==> src/rtl/cpu_step_ctrl.sv <==
`default_nettype none
// ============================================================================
// Module   : cpu_step_ctrl
// Brief    : Run/step controller that turns debounced step-button and
//            run-switch levels into one-cycle clock-enable pulses for the
//            core, frozen by a halt request. Optional pulse counter is
//            built only when STEP_COUNT_EN is defined.
// Revision : 1.0 - initial release
// ============================================================================
module cpu_step_ctrl #(
    parameter int RUN_DIV = 25_000_000,
    parameter int CNT_W   = 16
) (
    input  logic             clk,
    input  logic             rst,
    input  logic             step_in,
    input  logic             run_in,
    input  logic             halt_in,
    output logic             cpu_en,
    output logic [1:0]       mode,
    output logic [CNT_W-1:0] step_count
);

    localparam int c_PRESC_W = $clog2(RUN_DIV);
    localparam logic [c_PRESC_W-1:0] c_TERM     = c_PRESC_W'(RUN_DIV - 1);
    localparam logic [c_PRESC_W-1:0] c_PRE_TERM = c_PRESC_W'(RUN_DIV - 2);

    localparam logic [1:0] c_S_IDLE = 2'b00;
    localparam logic [1:0] c_S_RUN  = 2'b01;
    localparam logic [1:0] c_S_HALT = 2'b10;

    logic [1:0]           r_state;
    logic [1:0]           w_state_next;
    logic                 r_step_q;
    logic [c_PRESC_W-1:0] r_presc;
    logic                 r_cpu_en;
    logic                 w_step_rise;
    logic                 w_pulse;
    logic                 w_presc_clr;
    logic                 w_presc_inc;

    assign w_step_rise = step_in & ~r_step_q;

    always_comb begin
        w_state_next = r_state;
        w_pulse      = 1'b0;
        w_presc_clr  = 1'b0;
        w_presc_inc  = 1'b0;
        case (r_state)
            c_S_IDLE: begin
                if (halt_in) begin
                    w_state_next = c_S_HALT;
                end else if (run_in) begin
                    w_state_next = c_S_RUN;
                    w_presc_clr  = 1'b1;
                end else if (w_step_rise) begin
                    w_pulse = 1'b1;
                end
            end
            c_S_RUN: begin
                if (halt_in) begin
                    w_state_next = c_S_HALT;
                    w_presc_clr  = 1'b1;
                end else if (!run_in) begin
                    w_state_next = c_S_IDLE;
                    w_presc_clr  = 1'b1;
                end else begin
                    // The entry edge counts as the first prescaler tick, so the
                    // pulse is registered one count ahead of the wrap.
                    w_pulse = (r_presc == c_PRE_TERM);
                    if (r_presc == c_TERM) begin
                        w_presc_clr = 1'b1;
                    end else begin
                        w_presc_inc = 1'b1;
                    end
                end
            end
            c_S_HALT: begin
                if (!halt_in && !run_in) begin
                    w_state_next = c_S_IDLE;
                end
            end
            default: begin
                w_state_next = c_S_IDLE;
            end
        endcase
    end

    // step_q resets high so a button held through reset release is not a press
    always_ff @(posedge clk or posedge rst) begin
        if (rst) begin
            r_state  <= c_S_IDLE;
            r_step_q <= 1'b1;
            r_presc  <= '0;
            r_cpu_en <= 1'b0;
        end else begin
            r_state  <= w_state_next;
            r_step_q <= step_in;
            r_cpu_en <= w_pulse;
            if (w_presc_clr) begin
                r_presc <= '0;
            end else if (w_presc_inc) begin
                r_presc <= r_presc + c_PRESC_W'(1);
            end
        end
    end

    assign cpu_en = r_cpu_en;
    assign mode   = r_state;

`ifdef STEP_COUNT_EN
    logic [CNT_W-1:0] r_count;

    always_ff @(posedge clk or posedge rst) begin
        if (rst) begin
            r_count <= '0;
        end else if (w_pulse) begin
            r_count <= r_count + CNT_W'(1);
        end
    end

    assign step_count = r_count;
`else
    assign step_count = '0;
`endif

endmodule
`default_nettype wire
==> config.mk <==
export PLATFORM = sky130hd
export DESIGN_NAME = cpu_step_ctrl
export DESIGN_NICKNAME = d
export VERILOG_FILES = /design/src/rtl/cpu_step_ctrl.sv
export SDC_FILE = /design/constraint.sdc
export NUM_CORES = 1
export LEC_CHECK = 0
export ABC_AREA = 1
export CAP_MARGIN = 25
export CORE_MARGIN = 4
export CORE_UTILIZATION = 50
export CTS_CLUSTER_DIAMETER = 100
export CTS_CLUSTER_SIZE = 8
export DETAILED_ROUTE_END_ITERATION = 8
export PLACE_DENSITY = 0.76
export SETUP_SLACK_MARGIN = 0.05
export SLEW_MARGIN = 20
export SYNTH_ARGS = -nofsm -noshare
export SYNTH_HDL_FRONTEND = slang
export SYNTH_SLANG_ARGS = --single-unit
==> constraint.sdc <==
create_clock -name clk -period 1.45 [get_ports clk]
set_input_delay 0.29 -clock clk [delete_from_list [all_inputs] [get_ports clk]]
set_output_delay 0.29 -clock clk [all_outputs]
set_load 0.01 [all_outputs]
Yosys cells after proc, flatten, opt, wreduce, memory -nomap -nowiden --
Cells that the tools add are included.
Storage, ports and cells: word-level logic and storage cells 44, output and inout port bits 19, input bits 5, register bits 29
Operators by class: $add $sub $neg 1, multiplexer cells 24, reductions and logical operators 6, equality and inequality tests 7, bitwise logic cells 2
Operators by type and width (count):
- $eq 25x25->1 const B | 2
- $mux 25 | 2
- $add 25x1->25 const B | 1
- $mux 1 | 14
- $mux 2 | 5
- $ne 3x3->1 const B | 2
- $pmux 2 s3 | 1
- $pmux 1 s2 | 2
- $reduce_and 3->1 | 1
- $eq 2x1->1 const B | 1
- $eq 2x2->1 const B | 1
- $logic_not 1->1 | 2
- $logic_not 2->1 | 1
- $ne 2x2->1 const B | 1
- $reduce_bool 2->1 | 1
- $and 1x1->1 | 1
- $logic_and 1x1->1 | 1
- $not 1->1 | 1

Longest topological paths before layout --
Gate-level depths: netlist of the first run.
depth in word-level cells 7, mapped depth 11, gate-level depth less buffers 11

Least setup slack after synthesis of the first run --
OpenSTA, ideal clock, no wires.
path type register to register, start point reg r_presc[0], end point reg r_presc[12], stages on the path, launching flop included 12, arrival time 1305 ps, setup slack 27 ps, data required time 1331 ps, library setup time 119 ps, period minus slack after synthesis 1423 ps, path buffers 1, cell sequence dfrtp_1 -> ha_1 -> inv_1 -> nor2_1 -> nand3_1 -> nor2_1 -> nand2_1 -> nand2_2 -> nand2_4 -> clkinv_2 -> buf_6 -> nor2_1
Between the ends: word-level cells in the longest chain between the ends 6, elaborated cells between the ends (all ways) 13, those cells by class add/sub (1); eq/ne (1); mux (10); reduce/logical (1)
RTL lines:
- start: declaration | line 35 | logic [c_PRESC_W-1:0] r_presc;
- start signal: assignment | line 103 | r_presc <= r_presc + c_PRESC_W'(1);
- parallel branches: the longest is 6 deep, another holds $add 25x1->25
Parallel ways; which one is timed is not known. The select of a mux whose other input is x is not followed. A chain may end at the register's enable or synchronous reset.

Worst setup path after layout of the first run --
start point reg r_presc[1], end point reg r_presc[22]
The elaborated chain is that of the path after synthesis.

==> results of run 1 <==
[critical path, cell delays in order, from the launching register on]
cell     delay [ns]
dfrtp_1        0.39
ha_4           0.16
inv_1          0.04
nor2_1         0.09
nand3_1        0.07
nor2_1         0.11
nand2_1        0.08
nand2_2        0.10
nand2_4        0.10
buf_4          0.15
nand2_1        0.06
inv_1          0.04
[power by group through the flow]
stage                     combinational [mW]  sequential (mW)  clock (mW)
after floorplan                        0.121            0.849           0
after global placement                 0.157            0.846           0
after detailed placement               0.159            0.846           0
after CTS                              0.180            0.828       0.660
after global routing                   0.224            0.833       0.699
final                                  0.202            0.832       0.643
[cell families (layout without fill, tap and decap cells)]
logic type / count (synthesis) / after routing / share of synthesized area (%)
AOI/OAI and AO/OA: 8 / 8 / 2.19
xor gates and xnor gates: 9 / 9 / 4.19
adders and majority gates: 2 / 2 / 1.33
buffers and inverters: 52 / 84 / 14.4
DFF: 29 / 29 / 38.6
other: 1 / 16 / 0.199
and+or+nand+nor: 162 / 162 / 39.0
[cells in the final DEF, fill, tap and decap left out, drive strengths merged, types with 4 or more instances in the layout]
| master | n |
|---|---|
| nand3 | 20 |
| nor2 | 50 |
| clkbuf | 9 |
| o21ai | 4 |
| buf | 35 |
| xor2 | 8 |
| nand2 | 80 |
| conb | 16 |
| inv | 33 |
| nand3b | 4 |
| dfrtp | 28 |
[per-layer routing]
| layer | share of wire, % | vias up | track usage (%) |
|---|---|---|---|
| met3 | 4.1 | 6 | 4.35 |
| met1 | 43 | 774 | 23.9 |
| met2 | 51 | 32 | 30.3 |
| met4 | 1.8 | 0 | 7.16 |
| met5 | 0 | - | 0 |
| li1 | - | 867 | - |
[Yosys cell counts (2+ instances only)]
master and n:
nor2_2 2, buf_4 16, nand3b_1 4, nand2_1 74, inv_1 32, xor2_1 8, nand2_2 3, nor2_4 4
ha_1 2, nand3_1 19, o21ai_0 4, a21oi_1 3, nand2_4 3, nand4_1 3, nor2_1 44, buf_6 2
dfrtp_1 28, nor3_1 3
[stage by stage]
| stage | utilization [%] | worst slack, ns | TNS [ns] | cell area [um2] | hold WS (ns) |
|---|---|---|---|---|---|
| 2_1_floorplan | - | 0.0559 | 0 | 1940 | 0.294 |
| 3_3_place_gp | 58.9 | -0.240 | -4.40 | 2150 | 0.506 |
| 3_5_place_dp | 58.9 | -0.270 | -5.09 | 2150 | 0.516 |
| 4_1_cts | 62.3 | 0.00839 | 0 | 2280 | 0.366 |
| 5_1_grt | 64.8 | -0.150 | -2.74 | 2370 | 0.412 |
| 6_report | 64.8 | -0.0218 | -0.0464 | 2370 | 0.394 |
[repair_timing]
| action | 4_1_cts | 5_1_grt |
|---|---|---|
| buffers inserted | 5 | 2 |
| resized for setup | 9 | 28 |
| hold buffers | 0 | 0 |
| pin swaps | 4 | 12 |
| endpoints found under the setup margin | 22 | 27 |
[final cells by class]
cell class | instances | area [um2] | share of cell area, %
Tap cell | 48 | 60.1 | 2.53
Multi-Input combinational cell | 197 | 1020 | 43.1
Inverter | 34 | 135 | 5.70
Timing Repair Buffer | 42 | 344 | 14.5
Sequential cell | 29 | 731 | 30.8
Clock buffer | 8 | 80.1 | 3.38
[registers in the layout, summed over array words and instances, names as in the netlist]
name      flops
mode          2
r_step_q      1
cpu_en        1
r_presc      25
[path summary, 6_finish.rpt]
path / startpoint / depth (start not counted) / endpoint
max: r_presc[1] / 11 / r_presc[22]
min: rst / 3 / r_presc[12]
max reg2reg: r_presc[1] / 11 / r_presc[22]
min reg2reg: r_step_q / 1 / cpu_en
max in group asynchronous: rst / 3 / r_step_q
min in group clk: step_in / 1 / r_step_q
==> impl_metrics.ini, run 1 <==
[run_status]
status = finished, violations left
violations = setup timing

[sta]
period_share_pct = 102
setup_viol = 4
rsz0062_at_grt = true
setup_slack_ns = -0.0218
max_freq_mhz = 679
finalCriticalPeriod_ns = 1.47
drv_slew = 0
hold_violations = 0
clock_skew_ns = 0.00326

[place]
hpwl_um = 2790
gp_congestion = 0.812
portBuffers = 7
dp_cells = 343

[logic_synthesis]
seq_area_frac_synth_pct = 38.6
syn-cell-area_mm2 = 0.00188
ys_seq_elements = 29
synthTopCellsByArea = dfrtp_1, nand2_1, nor2_1
synth_edf_count = 0
avgSynthCellArea_um2 = 7.16
ys.flop_type = dfrtp_1
yosysTopAreaCell = dfrtp_1
async_flop_share_pct = 100
ys_types = 27
yosysWarnings = 0
netlist_instances = 263
synth_top_cell_area_share_pct = 37.2

[cells_and_area]
instances_no_fill = 358
n_fill_cell = 309
drive_gt1_share_pct = 25.8
fin_nets = 316
area_growth_pct = 26.0
n_antenna_cell = 0

[cts]
clk_pin_slew_ns = 0.06
cts_max_level = 2
clkSinkCount = 29
clk_latency_ns = 0.29
cts_tree = done
clock_path_buffers = 2
cts-root-buf = clkbuf_8
numCtsBuffers = 5

[power]
combPwrFrac_pct = 12.1
switching_power_mw = 0.433
power.share.sequential_pct = 49.6
ir_drop_uv = 823
power.share.clock_pct = 38.3
switching_share_pct = 25.8
power.total_mw = 1.68
p_int_mw = 1.24
powerDensity_mw_per_mm2 = 707
p_leak_nw = 1.21

[global_route]
grt_first_pass_wirelength_um = 7140
antenna_found_initial = 0
grt_usage_pct = 18.6
grt_pass1_vias = 1593
grt_overflow = 0
grt_start_max_net_pins = 30

[routing]
postRouteWirelength_um = 4210
wire_per_inst_um = 11.8
drc = 0
drtIter0Drc = 79
ant_nets = 0
via_count = 1679
dr.pass1.iters = 4
detail_route.vias_per_cell = 4.69

[worst_setup_path]
cp-start-kind = flip-flop
critPathRequiredTime_ns = 1.63
ff2ff_setup_slack_ns = -0.02
crit_arrival_ns = 1.65
crit_path_end_kind = flip-flop
crit_fanout = 6
crit_type = flip-flop to flip-flop

[flow_run]
drv_cap = 0

[min_path]
hp-class = input port to asynchronous set/reset pin

[die]
floorplan.die_area_mm2 = 0.00481
die_width_um = 69.4
die_y_um = 69.4
rows = 22
initial_utilization_pct = 51.4
ios = 24
core_mm2 = 0.00366
Power figures use the tool's default switching activity.
==> inputs of run 2 (changes only) <==
CORE_ASPECT_RATIO = 1.2   (was not set)
clock period = 1.33 ns   (was 1.45 ns; I/O delays follow)
==> run 2 against run 1 <==
The run still ends with setup timing left. Non-clock buffer count grew 10. Wire length grew 1.4%. Sequential cell count is the same. First-iteration DRC count grew 34%. Sequential share of layout area shrank 1.7 points. Worst hold slack lost 0.088 ns. Clock skew is essentially flat. Utilization grew 4.3 points. Design area grew 5.9%. Cell count grew 3.9%. Combinational power is essentially flat. Die area is essentially flat. Critical endpoint is now r_presc[13].
==> impl_metrics.ini, run 2 (synthesized netlist as in run 1, its figures left out) <==
[run_status]
status = finished, violations left
violations = setup timing

[cts]
clock_path_buffers = 2
clkSinkCount = 29
cts_tree = done
clk_pin_slew_ns = 0.07
numCtsBuffers = 5
cts-root-buf = clkbuf_8
ctsHoldBuffers = 0
cts_max_level = 2
clk_latency_ns = 0.29

[power]
powerDensity_mw_per_mm2 = 880
p_leak_nw = 1.29
ir_drop_uv = 730

[routing]
ant_nets = 0
dr.pass1.iters = 4
wire_per_inst_um = 11.5
drc = 0
via_count = 1726
detail_route.vias_per_cell = 4.64
postRouteWirelength_um = 4270
drtIter0Drc = 106

[global_route]
grt_overflow = 0
grt_start_max_net_pins = 30
antenna_found_initial = 0
grt_usage_pct = 19.4
grt_first_pass_wirelength_um = 7200
grt_pass1_vias = 1699

[die]
ios = 24
core_mm2 = 0.00363
rows = 24
die_y_um = 75.2
initial_utilization_pct = 51.8
die_width_um = 64.0
floorplan.die_area_mm2 = 0.00481

[cells_and_area]
n_antenna_cell = 0
fin_nets = 326
area_growth_pct = 33.4
largest_reg_flops = 25
layout_commonest_cell = nand2_1
drive_gt1_share_pct = 29.1
regMostFlops = r_presc
layout_common_cells = nand2_1, nor2_1, buf_4

[worst_setup_path]
crit_end = r_presc[13]
ff2ff_setup_slack_ns = -0.19
critPathRequiredTime_ns = 1.52
worst_r2r_endpoint = r_presc[13]
rr_startpoint = r_presc[11]
cp-start-kind = flip-flop
crit_type = flip-flop to flip-flop
startpoint = r_presc[11]
crit_arrival_ns = 1.71
crit_fanout = 4
crit_path_end_kind = flip-flop
worstRegToRegCells = 10

[sta]
finalCriticalPeriod_ns = 1.52
period_share_pct = 115
clock_skew_ns = 0.00324
max_freq_mhz = 656
setup_slack_ns = -0.194
hold_violations = 0
rsz0062_at_grt = true
drv_slew = 0
setup_viol = 26
setup_tns_ns = -3.81

[flow_run]
drv_cap = 0

[place]
pre_cts_ws_ns = -0.374
portBuffers = 7
hpwl_um = 3190
gp_congestion = 0.871

[min_path]
hp-class = input port to asynchronous set/reset pin
[run 2: cell types whose count changed in the layout (fill, tap and decap cells not counted), sizes merged]
cell and change:
clkdlybuf4s50 +1, buf +11, clkbuf -4, bufinv +2
dlygate4sd2 -2, clkinv +1, clkdlybuf4s15 +1
[run 2: how the worst min path moves through the flow]
stage / start / to / slack, ns
2_1_floorplan: step_in / r_step_q / 0.27
3_3_place_gp: r_step_q / cpu_en / 0.52
3_5_place_dp: r_step_q / cpu_en / 0.53
4_1_cts: rst / r_presc[7] / 0.31
5_1_grt: rst / r_presc[13] / 0.33
6_report: rst / r_presc[18] / 0.31
[run 2: critical path, cell delays in order, from the launching register on]
cell and delay, ns:
dfrtp_1 0.36, nand2_1 0.08, nor2_1 0.14, nand3_1 0.14
nor2_1 0.16, nand2_1 0.10, nand2_2 0.10, nand2_4 0.10
buf_12 0.15, nand3_4 0.06, inv_2 0.03
[run 2: power breakdown]
group / total [mW] / internal, mW / switching (mW)
clock: 1.10 / 0.744 / 0.357
combinational: 0.200 / 0.0763 / 0.124
sequential: 0.908 / 0.897 / 0.0114
[run 2: what timing repair did]
action,4_1_cts,5_1_grt
gates resized for setup,19,16
endpoints found under the setup margin,29,26
setup buffers,2,1
hold endpoints to repair,0,0
pin swaps,3,2
[run 2: cell type report]
| class | instances | area (um2) |
|---|---|---|
| timing repair buffer | 52 | 430 |
| clock buffer | 5 | 68.8 |
| tap | 52 | 65.1 |
| sequential | 29 | 731 |
| clock inverter | 3 | 65.1 |
| multi-input combinational | 197 | 1020 |
| fill | 304 | 1120 |
| inverter | 34 | 133 |
[run 2: per-stage QoR]
stage	total power, mW	cells	utilization (%)	hold WS (ns)	area, um2
floorplan	1.06	278	-	0.270	1950
global placement	1.11	361	62.7	0.521	2280
detailed placement	1.11	361	62.7	0.526	2280
CTS	2.22	371	67.7	0.308	2460
global route	2.29	372	69.1	0.335	2510
finish	2.21	372	69.1	0.306	2510
[run 2: routing by layer]
metal	routed length [um]	vias to the layer above	GRT usage, %
met5	0	-	0
met3	104	10	3.73
li1	-	883	-
met2	2310	20	36.1
met1	1780	813	21.1
met4	78	0	10.1
